**config.mk**
```make
export PLATFORM = sky130hd
export DESIGN_NAME = poci_arbiter_flat
export DESIGN_NICKNAME = d
export VERILOG_FILES = /design/src/rtl/pk_poci.sv /design/src/rtl/if_poci.sv /design/src/rtl/poci_arbiter.sv /design/src/flat_wrapper.sv
export SDC_FILE = /design/constraint.sdc
export NUM_CORES = 1
export LEC_CHECK = 0
export ABC_AREA = 1
export CAP_MARGIN = 15
export CORE_MARGIN = 2
export CORE_UTILIZATION = 39
export DETAILED_ROUTE_END_ITERATION = 8
export PLACE_DENSITY = 0.8
export SYNTH_ARGS = -nofsm -noshare
export SYNTH_HDL_FRONTEND = slang
export SYNTH_SLANG_ARGS = --single-unit
```
**constraint.sdc**
```tcl
create_clock -name pclk -period 2.2 [get_ports pclk]
set_clock_uncertainty 0.15 [all_clocks]
set_input_delay 0.44 -clock pclk [delete_from_list [all_inputs] [get_ports pclk]]
set_output_delay 0.44 -clock pclk [all_outputs]
set_load 0.1 [all_outputs]
```
**src/rtl/pk_poci.sv**
```systemverilog
// Shared POCI widths, arbiter state encoding and default timeout.
// Latency: n/a (types and constants only).
// Backpressure: n/a.
//
// Contents:
//   ADDR_W / DATA_W  : POCI address and data bus widths
//   TIMEOUT_DEFAULT  : ACCESS cycles to wait for pready before erroring
//   state_e          : arbiter transfer phase
//   req_t / rsp_t    : captured request and response bundles
package pk_poci;

  localparam int ADDR_W          = 32;
  localparam int DATA_W          = 32;
  localparam int TIMEOUT_DEFAULT = 255;

  typedef logic [ADDR_W-1:0] addr_t;
  typedef logic [DATA_W-1:0] data_t;

  typedef enum logic [1:0] {
    IDLE   = 2'd0,
    SETUP  = 2'd1,
    ACCESS = 2'd2,
    DONE   = 2'd3
  } state_e;

  // Request fields captured from the winning requester at grant time.
  typedef struct packed {
    addr_t paddr;
    logic  pwrite;
    data_t pwdata;
  } req_t;

  // Response captured from the target (or synthesised on timeout).
  typedef struct packed {
    data_t prdata;
    logic  pslverr;
  } rsp_t;

endpackage

```
**src/rtl/if_poci.sv**
```systemverilog
// POCI bus bundle shared by requesters, the arbiter and the target.
// Latency: n/a (wires only).
// Backpressure: target stretches ACCESS by holding pready low.
//
// Modports:
//   master : drives psel/penable/paddr/pwrite/pwdata, receives pready/prdata/pslverr
//   slave  : receives the request, drives the response
interface if_poci;
  import pk_poci::*;

  logic  psel;
  logic  penable;
  addr_t paddr;
  logic  pwrite;
  data_t pwdata;
  logic  pready;
  data_t prdata;
  logic  pslverr;

  modport master (
    output psel, penable, paddr, pwrite, pwdata,
    input  pready, prdata, pslverr
  );

  modport slave (
    input  psel, penable, paddr, pwrite, pwdata,
    output pready, prdata, pslverr
  );

endinterface

```
**src/rtl/poci_arbiter.sv**
```systemverilog
// Two-requester round-robin POCI arbiter in front of one shared target.
// Latency: request sampled at edge k -> SETUP k+1, ACCESS k+2, requester pready k+3 (zero wait).
// Backpressure: target wait states stretch ACCESS up to TIMEOUT cycles, then an error response.
//
// Ports:
//   pclk, presetn : clock, asynchronous active-low reset
//   m0, m1        : requester side (arbiter acts as their target)
//   s             : shared target (arbiter acts as its requester)
module poci_arbiter
  import pk_poci::*;
#(
  parameter int TIMEOUT = TIMEOUT_DEFAULT  // 1..255 ACCESS cycles
) (
  input  logic   pclk,
  input  logic   presetn,
  if_poci.slave  m0,
  if_poci.slave  m1,
  if_poci.master s
);

  localparam logic [7:0] TIMEOUT_CNT = 8'(TIMEOUT);

  // ------------------------------------------------------------------
  // State
  // ------------------------------------------------------------------
  state_e     state_q, state_d;
  logic       grant_q, grant_d;            // owner of the transfer in flight
  logic       last_grant_q, last_grant_d;  // loser-priority pointer for ties
  logic [7:0] cnt_q, cnt_d;                // ACCESS cycles already spent
  req_t       req_q, req_d;
  rsp_t       rsp_q, rsp_d;

  // ------------------------------------------------------------------
  // Request view
  // ------------------------------------------------------------------
  logic [1:0] req_vld;
  req_t       m0_req, m1_req;
  logic       arb_vld;
  logic       arb_idx;
  logic       acc_timeout;
  logic       unused_penable;

  // penable from a requester carries no arbitration meaning.
  assign unused_penable = m0.penable | m1.penable;

  assign req_vld = {m1.psel, m0.psel};
  assign m0_req  = '{paddr: m0.paddr, pwrite: m0.pwrite, pwdata: m0.pwdata};
  assign m1_req  = '{paddr: m1.paddr, pwrite: m1.pwrite, pwdata: m1.pwdata};

  // This ACCESS cycle is the last one allowed before the error response.
  assign acc_timeout = ((cnt_q + 8'd1) == TIMEOUT_CNT);

  // ------------------------------------------------------------------
  // Round-robin pick: a lone requester wins, a tie goes to whoever was
  // not served last.
  // ------------------------------------------------------------------
  always_comb begin
    arb_vld = |req_vld;
    arb_idx = 1'b0;
    case (req_vld)
      2'b01:   arb_idx = 1'b0;
      2'b10:   arb_idx = 1'b1;
      2'b11:   arb_idx = ~last_grant_q;
      default: arb_idx = 1'b0;
    endcase
  end

  // ------------------------------------------------------------------
  // FSM: state register
  // ------------------------------------------------------------------
  always_ff @(posedge pclk or negedge presetn) begin
    if (!presetn) begin
      state_q <= IDLE;
    end else begin
      state_q <= state_d;
    end
  end

  // ------------------------------------------------------------------
  // FSM: next state
  // ------------------------------------------------------------------
  always_comb begin
    state_d = state_q;
    case (state_q)
      IDLE:    if (arb_vld) state_d = SETUP;
      SETUP:   state_d = ACCESS;
      ACCESS:  if (s.pready || acc_timeout) state_d = DONE;
      DONE:    state_d = IDLE;
      default: state_d = IDLE;
    endcase
  end

  // ------------------------------------------------------------------
  // Datapath next values
  // ------------------------------------------------------------------
  always_comb begin
    grant_d      = grant_q;
    last_grant_d = last_grant_q;
    cnt_d        = cnt_q;
    req_d        = req_q;
    rsp_d        = rsp_q;
    case (state_q)
      IDLE: begin
        if (arb_vld) begin
          grant_d      = arb_idx;
          last_grant_d = arb_idx;
          req_d        = arb_idx ? m1_req : m0_req;
          cnt_d        = 8'd0;
        end
      end
      ACCESS: begin
        // A response arriving on the final allowed cycle beats the timeout.
        if (s.pready) begin
          rsp_d = '{prdata: s.prdata, pslverr: s.pslverr};
        end else if (acc_timeout) begin
          rsp_d = '{prdata: '0, pslverr: 1'b1};
        end else begin
          cnt_d = cnt_q + 8'd1;
        end
      end
      default: ;
    endcase
  end

  always_ff @(posedge pclk or negedge presetn) begin
    if (!presetn) begin
      grant_q      <= 1'b0;
      last_grant_q <= 1'b1;
      cnt_q        <= 8'd0;
      req_q        <= '0;
      rsp_q        <= '0;
    end else begin
      grant_q      <= grant_d;
      last_grant_q <= last_grant_d;
      cnt_q        <= cnt_d;
      req_q        <= req_d;
      rsp_q        <= rsp_d;
    end
  end

  // ------------------------------------------------------------------
  // FSM: outputs (all decoded from registered state, so reset clears
  // them without waiting for a clock)
  // ------------------------------------------------------------------
  always_comb begin
    s.psel     = (state_q == SETUP) || (state_q == ACCESS);
    s.penable  = (state_q == ACCESS);
    s.paddr    = req_q.paddr;
    s.pwrite   = req_q.pwrite;
    s.pwdata   = req_q.pwdata;

    m0.pready  = 1'b0;
    m0.prdata  = '0;
    m0.pslverr = 1'b0;
    m1.pready  = 1'b0;
    m1.prdata  = '0;
    m1.pslverr = 1'b0;

    if (state_q == DONE) begin
      if (grant_q) begin
        m1.pready  = 1'b1;
        m1.prdata  = rsp_q.prdata;
        m1.pslverr = rsp_q.pslverr;
      end else begin
        m0.pready  = 1'b1;
        m0.prdata  = rsp_q.prdata;
        m0.pslverr = rsp_q.pslverr;
      end
    end
  end

endmodule

```
**src/flat_wrapper.sv**
```systemverilog
// flat-port wrapper written by rule: the top's interface ports become plain ports
module poci_arbiter_flat import pk_poci::*;
#(
  parameter int TIMEOUT = TIMEOUT_DEFAULT                         
)
  (pclk, presetn, m0_psel, m0_penable, m0_paddr, m0_pwrite, m0_pwdata, m0_pready, m0_prdata, m0_pslverr, m1_psel, m1_penable, m1_paddr, m1_pwrite, m1_pwdata, m1_pready, m1_prdata, m1_pslverr, s_psel, s_penable, s_paddr, s_pwrite, s_pwdata, s_pready, s_prdata, s_pslverr);
  if_poci m0_i ();
  if_poci m1_i ();
  if_poci s_i ();
  input  logic pclk;
  input  logic presetn;
  input wire logic [$bits(m0_i.psel)-1:0] m0_psel;
  input wire logic [$bits(m0_i.penable)-1:0] m0_penable;
  input wire logic [$bits(m0_i.paddr)-1:0] m0_paddr;
  input wire logic [$bits(m0_i.pwrite)-1:0] m0_pwrite;
  input wire logic [$bits(m0_i.pwdata)-1:0] m0_pwdata;
  output wire logic [$bits(m0_i.pready)-1:0] m0_pready;
  output wire logic [$bits(m0_i.prdata)-1:0] m0_prdata;
  output wire logic [$bits(m0_i.pslverr)-1:0] m0_pslverr;
  input wire logic [$bits(m1_i.psel)-1:0] m1_psel;
  input wire logic [$bits(m1_i.penable)-1:0] m1_penable;
  input wire logic [$bits(m1_i.paddr)-1:0] m1_paddr;
  input wire logic [$bits(m1_i.pwrite)-1:0] m1_pwrite;
  input wire logic [$bits(m1_i.pwdata)-1:0] m1_pwdata;
  output wire logic [$bits(m1_i.pready)-1:0] m1_pready;
  output wire logic [$bits(m1_i.prdata)-1:0] m1_prdata;
  output wire logic [$bits(m1_i.pslverr)-1:0] m1_pslverr;
  output wire logic [$bits(s_i.psel)-1:0] s_psel;
  output wire logic [$bits(s_i.penable)-1:0] s_penable;
  output wire logic [$bits(s_i.paddr)-1:0] s_paddr;
  output wire logic [$bits(s_i.pwrite)-1:0] s_pwrite;
  output wire logic [$bits(s_i.pwdata)-1:0] s_pwdata;
  input wire logic [$bits(s_i.pready)-1:0] s_pready;
  input wire logic [$bits(s_i.prdata)-1:0] s_prdata;
  input wire logic [$bits(s_i.pslverr)-1:0] s_pslverr;
  assign m0_i.psel = m0_psel;
  assign m0_i.penable = m0_penable;
  assign m0_i.paddr = m0_paddr;
  assign m0_i.pwrite = m0_pwrite;
  assign m0_i.pwdata = m0_pwdata;
  assign m0_pready = m0_i.pready;
  assign m0_prdata = m0_i.prdata;
  assign m0_pslverr = m0_i.pslverr;
  assign m1_i.psel = m1_psel;
  assign m1_i.penable = m1_penable;
  assign m1_i.paddr = m1_paddr;
  assign m1_i.pwrite = m1_pwrite;
  assign m1_i.pwdata = m1_pwdata;
  assign m1_pready = m1_i.pready;
  assign m1_prdata = m1_i.prdata;
  assign m1_pslverr = m1_i.pslverr;
  assign s_psel = s_i.psel;
  assign s_penable = s_i.penable;
  assign s_paddr = s_i.paddr;
  assign s_pwrite = s_i.pwrite;
  assign s_pwdata = s_i.pwdata;
  assign s_i.pready = s_pready;
  assign s_i.prdata = s_prdata;
  assign s_i.pslverr = s_pslverr;
  poci_arbiter #(.TIMEOUT(TIMEOUT)) u_core (.pclk(pclk), .presetn(presetn), .m0(m0_i), .m1(m1_i), .s(s_i));
endmodule
```
==> summary.md <==
| Metric | Value |
|---|---|
| Post-synthesis xor/xnor area fraction | `0.319%` |
| Setup crit end kind | `primary output` |
| Initial Util | `39.7%` |
| Nature of the critical path startpoint | `flip-flop` |
| Peak Freq | `462 MHz` |
| Inserted Diodes | `0` |
| Clock latency on the worst-skew pair | `0.35 ns` |
| CTS H-Tree Depth | `3` |
| Area grow syn2layout | `82.9%` |
| Synth warnings | `0` |
| Routed len/inst | `15.4 µm` |
| Power Dens Cells | `1710 nW/µm²` |
| Synth Area in Simple Gates | `33.3%` |
| Pre-Repair DR Iteration Count | `5` |
| Critical path type | `flip-flop to primary output` |
| Post-DP HPWL | `13.5 mm` |
| DR vias/cell | `4.97` |
| Worst-path fanout max | `17` |
| Final hold violations | `0` |
| Vias in the first global route | `~5,700` |
| Critical Path Slowest Stage Cell | `dfrtp_1` |
| Worst slew margin | `58.8%` |
| Yosys cell types | `20` |
| Seq cells post-synth | `110` |
| GRT Total Usage | `24.8%` |
| GRT overflow | `0` |
| Clock Path Buffers | `2` |
| Fill count | `960` |
| Flip-flop and latch area | `2750 µm²` |
| Post-layout util | `72.6%` |
| Outcome | `complete, no violations` |
| CTS tree | `done` |
| Worst path arrival time | `about 1.6 ns` |
| Via Count | `between 5,000 and 6,000` |
| Initial antenna violation count | `1` |
| Die Area | `15,000 µm²` |
| CP most frequent cell | `buf_12` |
| Area of the multi-input gates | `2680 µm²` |
| Worst-path clk slew | `0.07 ns` |
| Most common cell after layout, fill and taps aside | `nand2_1` |
| Placer Congestion | `a little under 0.9` |
| Crit path cell chain | `ha_4, nand2_4, buf_12, inv_1, buf_12` |
| CTS Buf Count | `9` |
| Combinational family with the most area after synthesis | `simple AND/OR/NAND/NOR gates` |
| Synth Area per Inst | `around 7.5 µm²` |
| DIE WIDTH | `123 µm` |
| Worst vdd ir | `1390 µV` |
| RSZ-0062 raised after global routing | `yes` |
| Slew @ Worst Pin | `0.618 ns` |
| Syn Inst Count | `730` |
| # setup viols final | `0` |
| Adder-cell area share of the yosys netlist | `1.14%` |
| LEAKAGE | `0.00443 µW` |
| CTS root buffer | `clkbuf_16` |
| Most frequent cells in the layout | `nand2_1, clkdlybuf4s50_1, dfrtp_1, nand3_1` |
| WHS | `between 0.015 and 0.02 ns` |
| Synth Cell Area | `5490 µm²` |
| PnR worst setup slack | `0.0349 ns` |
| Layout cells sized above 1 | `~25%` |
| Die height | `123 µm` |
| Syn_nets | `slightly above 900` |
| DP Worst Slack | `0.0984 ns` |
| Sequential fraction of the synthesis area | `50.2%` |
| Post-Route WL | `18.5 mm` |
| Fin crit period | `2.17 ns` |
| Slew Viols, Final | `0` |
| Sink Count | `110` |
| Port Buffers | `302` |
| Iteration-0 DRC Markers | `387` |
| # DRC | `0` |
| Worst Path Required | `1.61 ns` |
| Largest net degree at the start of global routing | `111` |
| Max stage delay on crit path | `between 0.4 and 0.5 ns` |
| Max_cap viols | `0` |
| Total core area | `approximately 14,000 µm²` |
| Row Count | `43` |
| Ports | `305` |
| R2R depth | `9` |
| First-pass GRT wire length | `roughly 29 mm` |
| Final period util | `98.4%` |
| Synth Area in Compound Gates | `7.59%` |
| Multiplexer share of the synthesized area | `0%` |
| Remaining antenna violation count after routing | `0` |
| Final-stage net count | `1,192` |
| Hold crit path type | `input pin to async pin` |
synth_stat cells:
master,n,area share (%)
nand2_1,209,14
nor2_1,144,9.8
dfrtp_1,109,50
nand3_1,81,7.4
a31oi_1,65,7.4
inv_1,50,3.4
clkbuf_1,33,2.3
buf_2,7,0.64
buf_1,5,0.34
ha_1,5,1.1
buf_6,4,0.82
nand2_2,4,0.46
nor2_2,4,0.46
nand4_1,2,0.23
o21ai_0,2,0.18
xor2_1,2,0.32
dfstp_2,1,0.48
nand3_4,1,0.32
nor2_4,1,0.21
nor3_1,1,0.091
sequential cells by signal, indices dropped and copies added (netlist names):
name                 cells
u_core.s.pwrite          1
u_core.cnt_q             8
u_core.s.paddr          32
u_core.state_q           2
u_core.grant_q           1
u_core.last_grant_q      1
u_core.s.pwdata         32
u_core.rsp_q            33
worst max-delay path, delay by kind of cell (launching register included):
family / cells / cell delay (ns)
adders and majority gates: 1 / 0.20
buffers and inverters: 3 / 0.47
DFF: 1 / 0.42
and+or+nand+nor: 1 / 0.12
final timing paths:
path                       slack [ns]                   to           startpoint
hold / removal                   0.02      u_core.rsp_q[3]              presetn
min in group pclk                0.34  u_core.last_grant_q  u_core.last_grant_q
hold reg to reg                  0.34  u_core.last_grant_q  u_core.last_grant_q
setup reg to reg                 0.24      u_core.cnt_q[0]    u_core.state_q[0]
max in group asynchronous        1.40   u_core.s.paddr[18]              presetn
setup / recovery                 0.03            m1_pready    u_core.state_q[0]
kinds of logic after synthesis:
group / Yosys count
flops: 110
fa+ha+maj: 5
simple gates: 447
xor+xnor: 2
buf+inv: 99
compound gates: 67
per-layer routing:
| metal | wire length (µm) | global-route usage [%] | vias to the layer above |
|---|---|---|---|
| li1 | - | - | 2909 |
| met5 | 13 | 0 | - |
| met4 | 741 | 10.8 | 2 |
| met1 | 6900 | 28.5 | 2743 |
| met3 | 1670 | 8.78 | 50 |
| met2 | 9130 | 41.8 | 265 |
area by class of cell:
| cell class | instances | area share (%) |
|---|---|---|
| Sequential cell | 110 | 27.4 |
| Inverter | 50 | 1.87 |
| Clock buffer | 11 | 2.42 |
| Clock inverter | 5 | 0.586 |
| Timing Repair Buffer | 325 | 38.7 |
| Multi-Input combinational cell | 521 | 26.7 |
| Tap cell | 180 | 2.24 |
stage by stage:
stage | TNS, ns | cell area (µm²) | instances | total power, µW
after floorplan | -14.21 | 5770 | 730 | 12000
after global placement | 0 | 9570 | 1182 | 15200
after detailed placement | 0 | 9570 | 1182 | 15300
after CTS | -1.36 | 9940 | 1200 | 17100
after global routing | -0.112 | 10000 | 1202 | 17900
final | 0 | 10000 | 1202 | 17200
power by group:
group          internal, µW  switching [µW]  total, µW  leakage [µW]
clock                   916             748       1660      0.000142
combinational          3090            8900      12000       0.00299
sequential             2980             515       3490       0.00129
timing repair:
action                     in CTS  in global routing
hold endpoints to repair        0                  0
gates cloned                    1                  1
gates resized for setup        11                 15
hold buffers                    0                  0
setup endpoints to repair      67                 96
setup buffers                   1                  1
pin swaps                       1                  0
(Power assumes the default switching activity.)
